`src/rtl/word_width_seq_ctrl.sv`:
```
// Top-level sequencer for the word-width datapath: per block, runs LOAD then WRITE.
// Upward ap_ctrl_chain handshake; ap_ctrl_hs handshake to each pipeline.
module word_width_seq_ctrl #(
  parameter int unsigned CNT_W = 16,
  parameter int unsigned CYC_W = 32
) (
  input  logic             ap_clk,
  input  logic             ap_rst_n,
  input  logic             ap_start,
  output logic             ap_ready,
  output logic             ap_done,
  output logic             ap_idle,
  input  logic             ap_continue,
  input  logic [CNT_W-1:0] num_blocks,
  output logic             load_start,
  input  logic             load_ready,
  input  logic             load_done,
  output logic             write_start,
  input  logic             write_ready,
  input  logic             write_done,
  output logic [CNT_W-1:0] blk_idx,
  output logic [CYC_W-1:0] cyc_count
);

  typedef enum logic [1:0] {StIdle, StLoad, StWrite, StDone} state_e;

  state_e           state_q, state_d;
  logic [CNT_W-1:0] nblk_q, nblk_d;
  logic [CNT_W-1:0] blk_q, blk_d;
  logic [CYC_W-1:0] cyc_q, cyc_d;
  // Set once the active pipeline has accepted its start; cleared on every state change.
  logic             acc_q, acc_d;

  always_ff @(posedge ap_clk or negedge ap_rst_n) begin
    if (!ap_rst_n) begin
      state_q <= StIdle;
      nblk_q  <= '0;
      blk_q   <= '0;
      cyc_q   <= '0;
      acc_q   <= 1'b0;
    end else begin
      state_q <= state_d;
      nblk_q  <= nblk_d;
      blk_q   <= blk_d;
      cyc_q   <= cyc_d;
      acc_q   <= acc_d;
    end
  end

  always_comb begin
    state_d     = state_q;
    nblk_d      = nblk_q;
    blk_d       = blk_q;
    cyc_d       = cyc_q;
    acc_d       = acc_q;
    ap_idle     = (state_q == StIdle);
    ap_ready    = (state_q == StIdle) && ap_start;
    ap_done     = (state_q == StDone);
    load_start  = (state_q == StLoad) && !acc_q;
    write_start = (state_q == StWrite) && !acc_q;

    if ((state_q == StLoad || state_q == StWrite) && cyc_q != '1) begin
      cyc_d = cyc_q + CYC_W'(1);
    end

    unique case (state_q)
      StIdle: begin
        if (ap_start) begin
          nblk_d  = num_blocks;
          blk_d   = '0;
          cyc_d   = '0;
          acc_d   = 1'b0;
          state_d = (num_blocks != '0) ? StLoad : StDone;
        end
      end
      StLoad: begin
        if (load_start && load_ready) acc_d = 1'b1;
        if (load_done) begin
          acc_d   = 1'b0;
          state_d = StWrite;
        end
      end
      StWrite: begin
        if (write_start && write_ready) acc_d = 1'b1;
        if (write_done) begin
          acc_d = 1'b0;
          if (blk_q == nblk_q - CNT_W'(1)) begin
            state_d = StDone;
          end else begin
            blk_d   = blk_q + CNT_W'(1);
            state_d = StLoad;
          end
        end
      end
      StDone: begin
        if (ap_continue) state_d = StIdle;
      end
      default: state_d = StIdle;
    endcase
  end

  assign blk_idx   = blk_q;
  assign cyc_count = cyc_q;

endmodule

```
`config.mk`:
```
export PLATFORM = sky130hd
export DESIGN_NAME = word_width_seq_ctrl
export DESIGN_NICKNAME = d
export VERILOG_FILES = /design/src/rtl/word_width_seq_ctrl.sv
export SDC_FILE = /design/constraint.sdc
export NUM_CORES = 1
export LEC_CHECK = 0
export BUFFER_PORTS_ARGS = -buffer_cell sky130_fd_sc_hd__buf_2
export CAP_MARGIN = 20
export CORE_MARGIN = 2
export CORE_UTILIZATION = 56
export DETAILED_ROUTE_END_ITERATION = 7
export GPL_ROUTABILITY_DRIVEN = 0
export PLACE_DENSITY = 0.81
export SETUP_SLACK_MARGIN = 0.3
export SYNTH_ARGS = -nofsm -noshare
export SYNTH_HDL_FRONTEND = slang
export SYNTH_SLANG_ARGS = --single-unit
```
`constraint.sdc`:
```
create_clock -name ap_clk -period 4.2 [get_ports ap_clk]
set_input_delay 0.21 -clock ap_clk [delete_from_list [all_inputs] [get_ports ap_clk]]
set_output_delay 0.21 -clock ap_clk [all_outputs]
set_load 0.02 [all_outputs]
```
==> metrics <==
outcome=complete, no violations; Die ar.=7780 sq um; CTS tree=yes; CTS Buffer Depth=2; CTS Buf Count=9; crit path buf inv count=1; most frequent CP cell=nor4_1; Reg2Reg Setup Slack=0.74 ns; minimum clock period=3.46 ns; # Post-CTS Setup Buffers=0; antenna viol nets, final=0; WP data required=4.39 ns; worst skew pair latency=0.34 ns; root buffer cell=clkbuf_8; commonest non-fill, non-tap cell in the layout=buf_2; Max VDD drop=0.291 mV; vias in the first global route=3361; Layout Skew=0.00630 ns; Synth-to-Final Area Change=17.2%; Critical Path Stages=9; share of cells above drive strength 1=0.236; DP Cell Count=582; Arr. time, crit path=3.65 ns; critical path class=reg -> reg; Final TNS setup=0 ns; I/O Pins=77; CTS H-tree depth=3; most frequent cells in the layout=buf_2 (76), dfrtp_1 (67), nor2_1 (42), nand2_1 (35), xor2_1 (29); worst r2r path cells=9; grt total ovfl=0; diodes inserted=0; Netlist cell types=55; DPL Wire Length=6690 microns; clock slew at reported path FFs=0.07 ns; Initial Util=0.581; Slew headroom=0.327; Core Region=6830 sq um; initial antenna violation count=0; delay-heaviest family, CP=simple AND/OR/NAND/NOR gates; area share of the leading cell type in the synthesized netlist=0.422; die width=88.2 microns; fin crit share=0.824; GRT Total Usage=0.250; per-cell routed wire length=15.6 microns; worst stage delay on the critical path=0.64 ns; CP startpoint=nblk_q[2]; CTS Sinks=67; MaxCap Viol Count=0; Synth async-reset ratio=1.00; largest net degree at the start of global routing=54; syn_area_per_cell=9.30 sq um; Seq/Total Area, Yosys=0.422; EDFF count, synth=0; r2r startpoint=nblk_q[2]; slew at the pin with the worst max-slew slack=1.01 ns; P_leak=2.08 nW; Worst setup SP type=flip-flop; IO Port Bufs=76; Final #Nets=530; Slew Limit Fails=0; vias=3487; DRT Pass-1 Iters=4; placed cell areas=4410 sq um; R2R Path End=blk_idx[14]; RSZ-0062 raised after global routing=false; CP Cell Sequence=nor4_1 -> nand2b_1 -> nor4_1 -> xnor2_1 -> o2111ai_1 -> nor4_2 -> buf_4 -> or2_1 -> o21ai_0; Crit-path slowest cell=nor4_1; Total Power=2.84 mW; Hold Path Class=in -> reg; first-pass GRT wire length=15100 microns; Cell Pwr Density=610 nW/um^2; Worst setup endpoint=blk_idx[14]; Crit. End Element=flip-flop; Final Hold Viols=0; Finished Layout Cells=600; Post-Route Utilization=0.682; DRC=0; synth top area cells=dfrtp_1 (42%), xor2_1 (6.4%), xnor2_1 (4.4%); post-cts hold buffer count=0; Synth Flop Type=dfrtp_1; Yosys reg bits=67; # setup viols final=0; Cell Rows=30; Syn. warnings=0; post-synth top area cell=dfrtp_1; Post-CTS Resized=0; post-synth design cell area=3970 sq um; Final Instance Area=4660 sq um; fmax=0.289 GHz; final wirelength=9330 microns; Syn Inst Count=427; drt via density=5.81; critical path peak fanout=18; height of the die=88.2 microns; Net Count, Synth=458; DR iter-0 viols=163
-- kinds of logic (layout without fill, tap and decap cells) --
| family | after synthesis | count (layout) | synth area share |
|---|---|---|---|
| simple gates | 193 | 193 | 0.259 |
| flops | 67 | 67 | 0.422 |
| compound gates | 66 | 66 | 0.114 |
| xor+xnor | 49 | 49 | 0.108 |
| buf+inv | 29 | 106 | 0.0306 |
| mux | 16 | 16 | 0.0444 |
| fa+ha+maj | 7 | 7 | 0.0221 |
-- worst min path at each step --
| stage | from | to | slack, ns | cells past startpoint |
|---|---|---|---|---|
| after floorplan | ap_rst_n | acc_q | -0.09 | 0 |
| after global routing | num_blocks[1] | nblk_q[1] | 0.1 | 3 |
| after detailed placement | ap_rst_n | blk_idx[15] | 0.43 | 1 |
| after CTS | ap_rst_n | blk_idx[15] | 0.06 | 1 |
| final | num_blocks[1] | nblk_q[1] | 0.1 | 3 |
| after global placement | ap_rst_n | blk_idx[13] | 0.42 | 1 |
-- per-layer routing --
metal  vias up  track usage  share of wire
li1       1670            -              -
met1      1662        0.289           0.40
met2       119        0.430           0.50
met3        36       0.0644          0.064
met4         0        0.121          0.037
met5         -            0              0
-- worst register-to-register path, cell delays in order (launching register included) --
cell and delay (ns):
dfrtp_1 0.46, nor4_1 0.64, nand2b_1 0.28, nor4_1 0.36, xnor2_1 0.16, o2111ai_1 0.15
nor4_2 0.26, buf_4 0.25, or2_1 0.54, o21ai_0 0.21
-- Yosys cell counts, types with 10 or more instances --
library cell   n
nor4_1        10
clkbuf_1      16
nand2_1       35
mux2_2        13
nor2_1        42
xor2_1        29
o21ai_0       26
nand2b_1      13
nand3_1       27
dfrtp_1       67
xnor2_1       20
nand4_1       10
-- registers in the layout, indices dropped and copies added (netlist names) --
signal     count
blk_idx       16
state_q        2
acc_q          1
nblk_q        16
cyc_count     32
-- through the flow --
step           hold slack (ns)  setup slack, ns
4_1_cts                 0.0636            0.792
3_3_place_gp             0.417            0.983
6_report                0.0970            0.741
2_1_floorplan          -0.0856             1.24
5_1_grt                 0.0988            0.502
3_5_place_dp             0.433            0.801
-- where the power goes --
group / internal, mW / total (mW) / switching (mW)
Sequential: 0.808 / 1.08 / 0.268
Combinational: 0.508 / 1.20 / 0.694
Clock: 0.324 / 0.563 / 0.239
Total: 1.64 / 2.84 / 1.20
-- cell type report --
type | instances | area [sq um]
fillers | 553 | 2180
well taps | 96 | 120
multi-input cells | 331 | 2170
flip-flops and latches | 67 | 1680
clock buffers | 15 | 176
inverters | 8 | 30.0
repair buffers | 82 | 448
clock inverters | 1 | 30.0
No activity file was read; power rests on OpenSTA's default activity.
